## config.mk

```make
export PLATFORM = sky130hd
export DESIGN_NAME = dmem_arbiter
export DESIGN_NICKNAME = d
export VERILOG_FILES = /design/src/rtl/dmem_pkg.sv /design/src/rtl/dmem_arbiter.sv
export SDC_FILE = /design/constraint.sdc
export NUM_CORES = 1
export LEC_CHECK = 0
export CORE_AREA = 2 2 114 116
export CTS_CLUSTER_DIAMETER = 30
export DETAILED_ROUTE_END_ITERATION = 6
export DIE_AREA = 0 0 116 118
export PLACE_DENSITY = 0.68
export SLEW_MARGIN = 5
export SYNTH_ARGS = -nofsm -noshare
export SYNTH_HDL_FRONTEND = slang
export SYNTH_SLANG_ARGS = --single-unit
```

## constraint.sdc

```tcl
create_clock -name clk -period 3 [get_ports clk]
set_clock_uncertainty 0.2 [all_clocks]
set_input_delay 0.75 -clock clk [delete_from_list [all_inputs] [get_ports clk]]
set_output_delay 0.75 -clock clk [all_outputs]
set_load 0.03 [all_outputs]
```

## src/rtl/dmem_pkg.sv

```systemverilog
// Shared types and constants for the data-memory port-0 arbiter slice.
package dmem_pkg;

  typedef enum logic [1:0] {
    ARB_IDLE = 2'd0,
    ARB_OWN0 = 2'd1,
    ARB_OWN1 = 2'd2
  } arb_state_t;

  typedef struct packed {
    logic        we;
    logic [31:0] addr;
    logic [31:0] wd;
  } mem_req_t;

  localparam int DMEM_WORDS = 1024;

endpackage

```

## src/rtl/dmem_arbiter.sv

```systemverilog
// Two-master arbiter for data-memory port 0: registered grant FSM with
// round-robin tie-breaking and a bounded burst per tenure.
module dmem_arbiter
  import dmem_pkg::*;
#(
  parameter int MAX_BURST = 4
) (
  input  logic        clk,
  input  logic        reset,
  input  logic        m0_req,
  input  logic        m0_we,
  input  logic [31:0] m0_addr,
  input  logic [31:0] m0_wd,
  output logic        m0_gnt,
  output logic [31:0] m0_rd,
  input  logic        m1_req,
  input  logic        m1_we,
  input  logic [31:0] m1_addr,
  input  logic [31:0] m1_wd,
  output logic        m1_gnt,
  output logic [31:0] m1_rd,
  output logic        mem_we,
  output logic [31:0] mem_addr,
  output logic [31:0] mem_wd,
  input  logic [31:0] mem_rd
);

  localparam int CNT_W = $clog2(MAX_BURST) + 1;
  localparam logic [CNT_W-1:0] CNT_TOP = CNT_W'(MAX_BURST - 1);

  arb_state_t       state, state_nxt;
  logic             last, last_nxt;
  logic [CNT_W-1:0] cnt, cnt_nxt;
  mem_req_t         sel;

  // Counter never wraps: a sole requester parks at the burst limit.
  function automatic logic [CNT_W-1:0] sat_inc(input logic [CNT_W-1:0] v);
    return (v == CNT_TOP) ? v : v + 1'b1;
  endfunction

  always_ff @(posedge clk) begin
    if (reset) begin
      state <= ARB_IDLE;
      last  <= 1'b1;
      cnt   <= '0;
    end else begin
      state <= state_nxt;
      last  <= last_nxt;
      cnt   <= cnt_nxt;
    end
  end

  always_comb begin
    state_nxt = state;
    last_nxt  = last;
    cnt_nxt   = cnt;
    unique case (state)
      ARB_IDLE: begin
        if (m0_req && (!m1_req || last)) begin
          state_nxt = ARB_OWN0;
          last_nxt  = 1'b0;
          cnt_nxt   = '0;
        end else if (m1_req) begin
          state_nxt = ARB_OWN1;
          last_nxt  = 1'b1;
          cnt_nxt   = '0;
        end
      end
      ARB_OWN0: begin
        if (!m0_req || (cnt == CNT_TOP && m1_req)) begin
          cnt_nxt = '0;
          if (m1_req) begin
            state_nxt = ARB_OWN1;
            last_nxt  = 1'b1;
          end else begin
            state_nxt = ARB_IDLE;
          end
        end else begin
          cnt_nxt = sat_inc(cnt);
        end
      end
      ARB_OWN1: begin
        if (!m1_req || (cnt == CNT_TOP && m0_req)) begin
          cnt_nxt = '0;
          if (m0_req) begin
            state_nxt = ARB_OWN0;
            last_nxt  = 1'b0;
          end else begin
            state_nxt = ARB_IDLE;
          end
        end else begin
          cnt_nxt = sat_inc(cnt);
        end
      end
      default: begin
        state_nxt = ARB_IDLE;
        cnt_nxt   = '0;
      end
    endcase
  end

  // Grant and steering are combinational from the registered owner.
  always_comb begin
    m0_gnt = (state == ARB_OWN0) && m0_req;
    m1_gnt = (state == ARB_OWN1) && m1_req;
    sel    = '0;
    m0_rd  = '0;
    m1_rd  = '0;
    if (m0_gnt) begin
      sel   = '{we: m0_we, addr: m0_addr, wd: m0_wd};
      m0_rd = mem_rd;
    end else if (m1_gnt) begin
      sel   = '{we: m1_we, addr: m1_addr, wd: m1_wd};
      m1_rd = mem_rd;
    end
    mem_we   = sel.we & ~reset;
    mem_addr = sel.addr;
    mem_wd   = sel.wd;
  end

endmodule

```

* Word level (Yosys, flattened, before mapping)
Cells that the tools add are included.
** Word-level totals
- Bits in registers :: 6
- Bits in latches :: 0
- Bits in writable memories :: 0
- Bits in read-only memories :: 0
- Input bits :: 166
- Output and inout bits :: 131
- Word-level logic and storage cells :: 51
- Memories :: 0
** Cells by class
- Add/sub/neg operators :: 1
- $mul :: 0
- Div/mod/pow operators :: 0
- Order comparisons :: 0
- Eq/ne operators :: 7
- Shift-type cells :: 0
- Multiplexer cells :: 24
- Bitwise operators :: 2
- Reductions and logical operators :: 14
** Operators with widths (number)
- 2-to-1 mux 65 bit :: 2
- 2-to-1 mux 32 bit :: 3
- 2-to-1 mux 3 bit :: 5
- 2-to-1 mux 2 bit :: 5
- one-hot mux 3 bit (3 select lines) :: 1
- 2-to-1 mux 1 bit :: 6
- inequality test 2 bit (second input constant) :: 3
- one-hot mux 2 bit (3 select lines) :: 1
- logical AND 1 bit :: 5
- AND reduction 4 bit :: 1
- adder 3 x 1 -> 3 bit (second input constant) :: 1
- equality test 3 x 2 -> 1 bit (second input constant) :: 1
- logical OR 1 bit :: 3
- inequality test 3 bit (second input constant) :: 1
- one-hot mux 1 bit (3 select lines) :: 1
- AND reduction 3 bit :: 1
- nonzero test 3 bit :: 1
- equality test 2 x 1 -> 1 bit (second input constant) :: 1
- equality test 2 bit (second input constant) :: 1
- logical NOT 1 bit :: 2
- logical NOT 2 bit :: 1
- bitwise AND 1 bit :: 1
- inverter 1 bit :: 1

* Depth between registers and ports, before layout
- Depth in word-level cells :: 5
- Gate-level depth with buffers :: 9
- Mapped depth without buffers :: 6

* Least setup slack after synthesis
No wires, ideal clock.
- Kind :: input to output
- Start :: input m1_req
- End :: output mem_we
- Arrival :: 2.092 ns
- Data required time :: 2.050 ns
- Slack :: -0.042 ns
- Stages on the path :: 7
- Buffers on the path :: 3
- Cell sequence :: buf_6 -> and2_1 -> nor2b_1 -> buf_2 -> buf_4 -> a22oi_1 -> nor2_1
** Between the ends
- Cells in the longest elaborated chain, start to end :: 4
** Ends and longest elaborated chain
- start: declaration :: line dmem_arbiter.sv:16 : input logic m1_req,
- logical AND 1 bit :: line dmem_arbiter.sv:105 : m1_gnt = (state == ARB_OWN1) && m1_req;
- via m1_gnt :: line dmem_arbiter.sv:20 : output logic m1_gnt,
- 2-to-1 mux 65 bit :: line dmem_arbiter.sv:112 : end else if (m1_gnt) begin
- 2-to-1 mux 65 bit :: line dmem_arbiter.sv:109 : if (m0_gnt) begin
- bitwise AND 1 bit :: line dmem_arbiter.sv:116 : mem_we = sel.we & ~reset;
- end: declaration :: line dmem_arbiter.sv:22 : output logic mem_we,
The timed path passes the listed nets, and every way through them passes these cells.

* Worst setup path in the final report
- Start :: input m0_req
- End :: output mem_wd[4]
** Between the ends
- Cells in the longest elaborated chain, start to end :: 2
** Ends and longest elaborated chain
- start: declaration :: line dmem_arbiter.sv:10 : input logic m0_req,
- logical AND 1 bit :: line dmem_arbiter.sv:104 : m0_gnt = (state == ARB_OWN0) && m0_req;
- 2-to-1 mux 65 bit :: line dmem_arbiter.sv:109
- end: declaration :: line dmem_arbiter.sv:24 : output logic [31:0] mem_wd,
Every way passes these cells.

==> Implementation_results.wiki <==
{| class="wikitable"
! Metric !! Value
|-
| Vias in the first global route || 3103
|-
| Antenna cells || 0
|-
| Floorplan core area || 12400 sq um
|-
| Post-route ant nets || 0
|-
| Average cell area after synthesis || 7.52 sq um
|-
| Crit path time final || 2.95 ns
|-
| Hold bufs inserted after CTS || 0
|-
| Pin count of the biggest net entering global routing || 41
|-
| Remaining design rule violation count || 0
|-
| Reported leakage power || 2.44 nW
|-
| Final standard cell area without fillers || 5220 sq um
|-
| Worst Setup End Kind || output pin
|-
| Clock latency on the worst-skew pair || 0.23 ns
|-
| IO Pins || 297
|-
| Slowest stage cell on the critical path || sky130_fd_sc_hd__dlygate4sd2_1
|-
| Most common cell on crit path || sky130_fd_sc_hd__buf_12
|-
| Pre-CTS setup slack || -0.191 ns
|-
| RSZ-0062 raised after global routing || false
|-
| Layout cell share with drive strength beyond 1 || 34.2%
|-
| Pins Over Slew Limit || 0
|-
| Buffers from clock root to sink, at most || 2
|-
| Area Overhead vs Synth || 227%
|-
| Horizontal extent of the die || 116 um
|-
| Cell area power density || 475 nW/um^2
|-
| Drt via density || 4.37
|-
| Least-Margin Pin Slew || 0.357 ns
|-
| Hold Fails Final Rpt || 0
|-
| TritonCTS sink count || 6
|-
| Final net count || 684
|-
| Post-CTS clock slew at the launch and capture registers of the worst setup and hold paths || 0.04 ns
|-
| Synthesized net count || 383
|-
| Number of warnings issued by yosys || 0
|-
| Clock H-tree levels || 1
|-
| DR vias || 2982
|-
| Die area || 13700 sq um
|-
| Path type of the worst setup path || primary input to output pin
|-
| Netlist area before placement || 1590 sq um
|-
| Number of buffers created by CTS || 3
|-
| Length of the first detailed-routing pass in iterations || 5
|-
| FF+latch area || 121 sq um
|-
| Outcome || finished, final reports clean
|-
| Number of antenna violations at the first check in global routing || 0
|-
| Critical path cell sequence || dlygate4sd2_1, and2_4, nor2b_4, buf_12, buf_12, buf_16, a22o_1, buf_4
|-
| First-iteration detailed-routing DRC count || 132
|-
| Vertical extent of the die || 118 um
|-
| Global-route wire length before repair || 17600 um
|-
| Crit path max-delay family || buffers and inverters
|-
| Worst relative slew slack || 75.8%
|-
| Placed cell areas || 4890 sq um
|-
| Data required time at the worst endpoint || 2.05 ns
|-
| Final clock period utilization by the worst path || 98.2%
|-
| Highest cell delay on the worst timing path || 0.24 ns
|-
| Top area cells in the synthesized netlist || sky130_fd_sc_hd__a22o_1 35%, sky130_fd_sc_hd__and2_1 13%, sky130_fd_sc_hd__and3_1 13%, sky130_fd_sc_hd__dfxtp_1 7.5%, sky130_fd_sc_hd__ha_1 3.9%
|-
| Overflow left after global routing || 0
|-
| Clock root buffer || sky130_fd_sc_hd__clkbuf_16
|-
| Setup ws final || 0.0549 ns
|-
| Count of standard-cell rows || 41
|-
| Category of the worst setup path launch point || primary input
|-
| Summed negative setup slack over all endpoints || 0 ns
|-
| Highest clock rate || 340 MHz
|-
| Signal arrival time at the worst endpoint || 2.00 ns
|-
| Post-synthesis register bit count || 6
|-
| Part of the Yosys area used for sequential elements || 7.54%
|-
| Max-cap violations || 0
|-
| Biggest fanout along the worst timing path || 16
|-
| Post-synth top area cell || sky130_fd_sc_hd__a22o_1
|-
| Final setup violation count || 0
|-
| Clock tree from TritonCTS || yes
|-
| Initial cell density of the core || 12.8%
|-
| Yosys cell types || 33
|-
| Post-synth top area share || 35.2%
|-
| Global-route total usage across every layer || 16.6%
|-
| Fill cell instance count of the final layout || 1229
|-
| Placed wire-length estimate after detailed placement || 9870 um
|-
| Peak supply drop || 357 uV
|-
| Number of input and output port buffers inserted || 296
|-
| Area occupied by multi-input gates || 1360 sq um
|-
| Worst hold path class || register to register
|-
| Routed len/inst || 18.1 um
|-
| Synthesized instance count || 212
|-
| Routed wire length || 12400 um
|-
| Number of buffer and inverter instances along the worst setup path || 5
|-
| Final weighted congestion in routability-driven placement || 0.904
|}
[cells in the final DEF (no fill, tap or decap), drive strengths merged, types with 4 or more instances in the layout]
cell / Yosys / routed
inv: 5 / 5
dfxtp: 6 / 6
nand3b: 4 / 4
and2: 34 / 34
buf: 13 / 158
ha: 5 / 5
and3: 32 / 32
a21oi: 4 / 4
a22o: 64 / 64
clkdlybuf4s50: 0 / 163
[synthesized netlist by cell type]
cell,instances
sky130_fd_sc_hd__a22o_1,64
sky130_fd_sc_hd__and2_1,34
sky130_fd_sc_hd__and3_1,32
sky130_fd_sc_hd__clkbuf_1,15
sky130_fd_sc_hd__buf_2,6
sky130_fd_sc_hd__buf_4,6
sky130_fd_sc_hd__dfxtp_1,6
sky130_fd_sc_hd__ha_1,5
sky130_fd_sc_hd__inv_1,5
sky130_fd_sc_hd__a21oi_1,4
sky130_fd_sc_hd__nand2_1,3
sky130_fd_sc_hd__nand2b_1,3
sky130_fd_sc_hd__nand3b_1,3
sky130_fd_sc_hd__nor2_1,3
sky130_fd_sc_hd__a22oi_1,2
sky130_fd_sc_hd__nand3_1,2
sky130_fd_sc_hd__nor2b_1,2
sky130_fd_sc_hd__o21ai_0,2
sky130_fd_sc_hd__a211oi_1,1
sky130_fd_sc_hd__a22oi_4,1
sky130_fd_sc_hd__a31oi_1,1
sky130_fd_sc_hd__and3b_1,1
sky130_fd_sc_hd__buf_6,1
sky130_fd_sc_hd__mux2i_1,1
sky130_fd_sc_hd__nand3b_4,1
sky130_fd_sc_hd__nor3b_1,1
sky130_fd_sc_hd__nor4b_1,1
sky130_fd_sc_hd__o2111ai_2,1
sky130_fd_sc_hd__o211ai_1,1
sky130_fd_sc_hd__o31ai_1,1
sky130_fd_sc_hd__o41ai_1,1
sky130_fd_sc_hd__or3b_2,1
sky130_fd_sc_hd__or4_1,1
[worst register-to-register path, delay by kind of cell (launching register included)]
family / cells / cell delay (ns)
flops: 1 / 0.38
simple gates: 1 / 0.50
fa+ha+maj: 1 / 0.20
buf+inv: 2 / 0.33
compound gates: 3 / 0.48
[flip-flops by register name, summed over array words and instances (netlist names)]
signal  cells
last        1
state       2
cnt         3
[where the power goes]
part	internal [W]	leakage, nW	switching (W)
clock network	0.000171	0.0370	0.0000479
logic	0.00107	2.35	0.00108
registers	0.0000980	0.0494	0.0000152
total	0.00134	2.44	0.00114
[worst paths after layout]
| path | start | endpoint | slack, ns | depth (start not counted) |
|---|---|---|---|---|
| max | m0_req | mem_wd[4] | 0.05 | 8 |
| min | state[0] | state[0] | 0.28 | 2 |
| max reg2reg | state[1] | state[0] | 0.82 | 7 |
| min reg2reg | state[0] | state[0] | 0.28 | 2 |
[per-layer routing]
metal	up-vias	part of all wire, %	track usage [%]
li1	1413	-	-
met1	1380	38	19.2
met2	181	50	30.2
met3	8	12	4.89
met4	0	0.73	2.53
met5	-	0	0
[cells by family (layout without fill, tap and decap cells)]
group           after synthesis  count (layout)  share of synthesized area (%)
simple gates                 88              88                           35.2
compound gates               79              79                           42.6
buf+inv                      33             332                           10.1
flops                         6               6                           7.54
fa+ha+maj                     5               5                           3.92
mux                           1               1                          0.628
[layout make-up]
type,count,area share (%)
inverters,5,0.360
flip-flops and latches,6,2.33
clock buffers,3,1.44
repair buffers,324,65.7
multi-input cells,173,26.0
well taps,172,4.13
[metrics by stage]
step | instances | hold slack (ns) | util [%] | total power [W]
2_1_floorplan | 212 | 0.253 | - | 0.00113
3_3_place_gp | 674 | 0.266 | 39.4 | 0.00209
3_5_place_dp | 674 | 0.270 | 39.4 | 0.00211
4_1_cts | 684 | 0.292 | 42.0 | 0.00249
5_1_grt | 683 | 0.296 | 42.0 | 0.00259
6_report | 683 | 0.276 | 42.0 | 0.00248
[repair_timing]
action                                  in CTS  in global routing
gates resized for setup                     32                  4
cloned                                       3                  0
setup buffers                                6                  0
pin swaps                                    6                  0
endpoints found under the setup margin      97                 17
Note: power is estimated with default switching activity, not from simulation.
